## config.mk

```make
export PLATFORM = sky130hd
export DESIGN_NAME = uart_rx
export DESIGN_NICKNAME = d
export VERILOG_FILES = /design/src/rtl/uart_pkg.sv /design/src/rtl/sync_edge.sv /design/src/rtl/uart_rx.sv
export SDC_FILE = /design/constraint.sdc
export NUM_CORES = 1
export LEC_CHECK = 0
export ABC_AREA = 1
export CORE_MARGIN = 3
export CORE_UTILIZATION = 55
export CTS_BUF_LIST = sky130_fd_sc_hd__clkbuf_8
export CTS_CLUSTER_DIAMETER = 200
export DETAILED_ROUTE_END_ITERATION = 16
export PLACE_DENSITY = 0.8
export SLEW_MARGIN = 20
export SYNTH_ARGS = -nofsm -noshare
export SYNTH_HDL_FRONTEND = slang
export SYNTH_HIERARCHICAL = 1
export SYNTH_SLANG_ARGS = --single-unit
```

## constraint.sdc

```tcl
create_clock -name clk -period 1.8 [get_ports clk]
set_clock_uncertainty 0.2 [all_clocks]
set_input_delay 0.27 -clock clk [delete_from_list [all_inputs] [get_ports clk]]
set_output_delay 0.27 -clock clk [all_outputs]
set_load 0.005 [all_outputs]
```

## src/rtl/uart_pkg.sv

```systemverilog
// Shared UART definitions: receiver state encoding and default frame geometry,
// common to uart_rx and the transmitter that will sit alongside it.
package uart_pkg;

  localparam int DEFAULT_DATA_BITS     = 8;
  localparam int DEFAULT_SAMPLING_RATE = 16;

  typedef enum logic [1:0] {
    IDLE,
    START,
    DATA,
    STOP
  } rx_state_t;

endpackage

```

## src/rtl/sync_edge.sv

```systemverilog
// Two-flop synchronizer with one extra history flop, giving a clean level plus
// single-cycle rising and falling edge strobes in the clk domain.
module sync_edge #(
  parameter logic RESET_VAL = 1'b0
) (
  input  logic clk,
  input  logic rst,
  input  logic d,
  output logic q,
  output logic rise,
  output logic fall
);

  logic s1, s2, s2_q;

  always_ff @(posedge clk) begin
    if (rst) begin
      s1   <= RESET_VAL;
      s2   <= RESET_VAL;
      s2_q <= RESET_VAL;
    end else begin
      s1   <= d;
      s2   <= s1;
      s2_q <= s2;
    end
  end

  assign q    = s2;
  assign rise = s2 & ~s2_q;
  assign fall = ~s2 & s2_q;

endmodule

```

## src/rtl/uart_rx.sv

```systemverilog
// Oversampling UART receiver: finds the start edge, checks mid start bit, samples
// each data bit and the stop bit at their centres, and strobes valid or frame_err.
module uart_rx
  import uart_pkg::*;
#(
  parameter int DATA_BITS     = DEFAULT_DATA_BITS,
  parameter int SAMPLING_RATE = DEFAULT_SAMPLING_RATE
) (
  input  logic                 clk,
  input  logic                 rst,
  input  logic                 baud,
  input  logic                 rx,
  output logic [DATA_BITS-1:0] data,
  output logic                 valid,
  output logic                 frame_err,
  output logic                 busy
);

  localparam int CW = $clog2(SAMPLING_RATE);
  localparam int IW = (DATA_BITS > 1) ? $clog2(DATA_BITS) : 1;
  localparam logic [CW-1:0] CNT_HALF = CW'(SAMPLING_RATE / 2 - 1);
  localparam logic [CW-1:0] CNT_LAST = CW'(SAMPLING_RATE - 1);
  localparam logic [IW-1:0] IDX_LAST = IW'(DATA_BITS - 1);

  logic rx_s, rx_rise, rx_fall;
  logic baud_s, tick, baud_fall;
  logic unused;

  rx_state_t            state;
  logic [CW-1:0]        cnt;
  logic [IW-1:0]        idx;
  logic [DATA_BITS-1:0] shreg;

  // The line idles high, so its synchronizer resets to 1 to avoid a false start.
  sync_edge #(.RESET_VAL(1'b1)) u_rx_sync (
    .clk (clk),
    .rst (rst),
    .d   (rx),
    .q   (rx_s),
    .rise(rx_rise),
    .fall(rx_fall)
  );

  sync_edge #(.RESET_VAL(1'b0)) u_baud_sync (
    .clk (clk),
    .rst (rst),
    .d   (baud),
    .q   (baud_s),
    .rise(tick),
    .fall(baud_fall)
  );

  assign unused = rx_rise ^ baud_s ^ baud_fall;

  always_ff @(posedge clk) begin
    if (rst) begin
      state     <= IDLE;
      cnt       <= '0;
      idx       <= '0;
      shreg     <= '0;
      data      <= '0;
      valid     <= 1'b0;
      frame_err <= 1'b0;
      busy      <= 1'b0;
    end else begin
      valid     <= 1'b0;
      frame_err <= 1'b0;
      case (state)
        // Only a real high-to-low transition starts a frame; a stuck-low line never does.
        IDLE: begin
          if (rx_fall) begin
            state <= START;
            cnt   <= '0;
            busy  <= 1'b1;
          end
        end
        START: begin
          if (tick) begin
            if (cnt == CNT_HALF) begin
              cnt <= '0;
              if (!rx_s) begin
                state <= DATA;
                idx   <= '0;
              end else begin
                state <= IDLE;
                busy  <= 1'b0;
              end
            end else begin
              cnt <= cnt + 1'b1;
            end
          end
        end
        // Samples land one full bit after the start-bit centre, i.e. mid data bit.
        DATA: begin
          if (tick) begin
            if (cnt == CNT_LAST) begin
              shreg <= {rx_s, shreg[DATA_BITS-1:1]};
              cnt   <= '0;
              if (idx == IDX_LAST) begin
                state <= STOP;
                idx   <= '0;
              end else begin
                idx <= idx + 1'b1;
              end
            end else begin
              cnt <= cnt + 1'b1;
            end
          end
        end
        STOP: begin
          if (tick) begin
            if (cnt == CNT_LAST) begin
              data      <= shreg;
              valid     <= rx_s;
              frame_err <= ~rx_s;
              busy      <= 1'b0;
              cnt       <= '0;
              state     <= IDLE;
            end else begin
              cnt <= cnt + 1'b1;
            end
          end
        end
        default: begin
          state <= IDLE;
          busy  <= 1'b0;
        end
      endcase
    end
  end

endmodule

```

==> impl_metrics.tcl <==
set metrics [dict create \
    drive_gt1_share_pct 14.80 \
    seq_power_share_pct 49.2 \
    cp-end-kind "register" \
    detail-route-antenna-nets 0 \
    setup_viol 0 \
    dpl.hpwl_um 2188 \
    drt_pass1_iterations 4 \
    clk_latency_ns 0.29 \
    finalWirelength_um 3189 \
    hold_path_end "u_baud_sync/q$_SDFF_PP0_" \
    antenna_found_initial 0 \
    layout.nets 229 \
    dieWidth_um 57.28 \
    crit_fanout 6 \
    start_util_pct 61.26 \
    overflow 0 \
    port-buffer-count 14 \
    vdd_drop_max_v 0.0008546 \
    final-hold-violation-count 0 \
    hold_path_depth 2 \
    hold_buffers 0 \
    p_sw_uw 387.8 \
    final_util_pct 75.41 \
    vias 1337 \
    grt_max_degree 25 \
    path_class "reg2reg" \
    diodes 0 \
    grt_pass1_wl_um 5416 \
    worst_path_max_delay_cell "dfxtp_1" \
    core_area_um2 2361 \
    path_delay_family "simple AND/OR/NAND/NOR gates" \
    post-route-drc-count 0 \
    grt_use_total_pct 21.65 \
    tightest_slew_ns 0.3137 \
    stdcell_count 251 \
    cp.required_ns 1.82 \
    status "finished clean" \
    drv_cap 0 \
    maxSlewViolCount 0 \
    finalPower_mw 1.598 \
    cts_buffers 5 \
    placed_area_um2 1642 \
    dp_slack_ns 0.07047 \
    post_drt_via_cell_ratio 5.327 \
    rows 17 \
    fp.dieH_um 57.28 \
    grt_pass1_vias 1223 \
    synth_area_per_cell_um2 7.268 \
    cpPeakStageDelay_ns 0.43 \
    cp-start-kind "register" \
    p_int_mw 1.210 \
    slew_headroom_pct 79.06 \
    reg2reg_setup_slack_ns 0.07 \
    fin_area_um2 1780 \
    setup_ws_ns 0.06903 \
    cp_cell_sequence "ha_4 > nand3_2 > inv_1 > nand2_2 > nor2_4 > buf_4 > o21ai_0 > nor2_1" \
    power_frac_comb_pct 9.6 \
    power.clock.fraction_pct 41.2 \
    hold_path_startpoint "u_baud_sync/s1$_SDFF_PP0_" \
    sw_frac_of_total_pct 24.27 \
    io-pin-count 15 \
    period_minus_slack_ns 1.731 \
    dieArea_um2 3281 \
    syn_inst 199 \
    tritoncts "built" \
    place_congestion 0.7954 \
    pwr_density_cell_nw_per_um2 897.4 \
    clk_pin_slew_ns 0.07 \
    worstReg2RegEnd "data[3]$_SDFFE_PP0P_" \
    dp_cells 241 \
    fmax_mhz 577.7 \
    rr_startpoint "cnt[0]$_SDFFE_PP0P_" \
    clockBufferDepth 2 \
    synth_nets 206 \
    areaGrowthSynthToFinish_pct 23.10 \
    fillCellCount 166 \
    path_buf_inv 2 \
    wire_per_inst_um 12.71 \
    cts_sinks 34 \
    min_path_type "reg2reg" \
    h-tree-depth 2 \
    yosys_warnings 6 \
    r2r.worst_path.cells 8 \
    fin_crit_sh_pct 96.16 \
    syn_area_um2 1446 \
    cp.arrival_ns 1.75 \
    cts_root_buf "clkbuf_8" \
    first_iter_violations 52 \
    p_leak_nw 0.8165 \
]
## worst reg2reg max path, cell delays in order (launching register included)
cell and delay (ns):
dfxtp_1 0.43, ha_4 0.20, nand3_2 0.12, inv_1 0.14
nand2_2 0.08, nor2_4 0.13, buf_4 0.15, o21ai_0 0.09
nor2_1 0.13
## sequential cells by signal (all words and copies together) (netlist names), 3 cells and up, named ones only
register,count
cnt,4
idx,3
shreg,8
data,8
## worst max path at each step
stage                                    from                   end  slack, ns  cells after the start
after floorplan           cnt[0]$_SDFFE_PP0P_  data[0]$_SDFFE_PP0P_       0.27                      8
after global placement    cnt[0]$_SDFFE_PP0P_  data[7]$_SDFFE_PP0P_       0.13                      8
after detailed placement  cnt[0]$_SDFFE_PP0P_  data[7]$_SDFFE_PP0P_       0.07                      8
after CTS                 cnt[0]$_SDFFE_PP0P_  data[3]$_SDFFE_PP0P_       0.02                      8
after global routing      cnt[0]$_SDFFE_PP0P_  data[3]$_SDFFE_PP0P_    -0.0008                      8
final                     cnt[0]$_SDFFE_PP0P_  data[3]$_SDFFE_PP0P_       0.07                      8
## power groups by stage
stage	sequential, mW	combinational (mW)	clock [mW]
final	0.786	0.154	0.658
after detailed placement	0.802	0.149	0
after global routing	0.788	0.171	0.702
after global placement	0.801	0.143	0
after floorplan	0.797	0.107	0
after CTS	0.785	0.151	0.665
## final cells by class
class | instances | area (um^2) | area share, %
inverters | 29 | 110.1 | 6.184
repair buffers | 19 | 190.2 | 10.68
well taps | 28 | 35.03 | 1.968
flip-flops and latches | 34 | 681.9 | 38.30
multi-input cells | 133 | 653.1 | 36.68
clock buffers | 8 | 110.1 | 6.184
## layer usage
metal / track usage (%) / part of all wire, % / vias up
met4: 13.25 / 2.6 / 0
met2: 35.89 / 50 / 44
met3: 5.204 / 5.6 / 10
met1: 25.07 / 42 / 616
li1: - / - / 667
met5: 0 / 0 / -
## metrics by stage
step / hold slack (ns) / TNS, ns
after floorplan: 0.1391 / 0
after global placement: 0.1901 / 0
after detailed placement: 0.1995 / 0
after CTS: 0.2083 / 0
after global routing: 0.2387 / -0.0007722
final: 0.2035 / 0
## placed cells by master (no fill, tap or decap)
cell and n:
nor2_1 53, dfxtp_1 33, inv_1 24, nand2_1 23, o21ai_0 19, clkdlybuf4s50_1 14, nand3_1 8, clkbuf_8 8
a21oi_1 7, nand2_2 4, inv_2 4, buf_4 4, nand3_2 3, nor2_2 3, nor2_4 2, nor3_1 2
o21ai_1 2, ha_1 2, clkinv_2 1, nand4_1 1, nand3b_1 1, xor2_1 1, o21ai_2 1, ha_4 1
dfxtp_2 1, buf_12 1
## what timing repair did
| item | CTS | global route |
|---|---|---|
| setup buffers | 0 | 2 |
| setup endpoints to repair | 0 | 16 |
| gates resized for setup | 0 | 3 |
No activity file was read; power rests on OpenSTA's default activity.
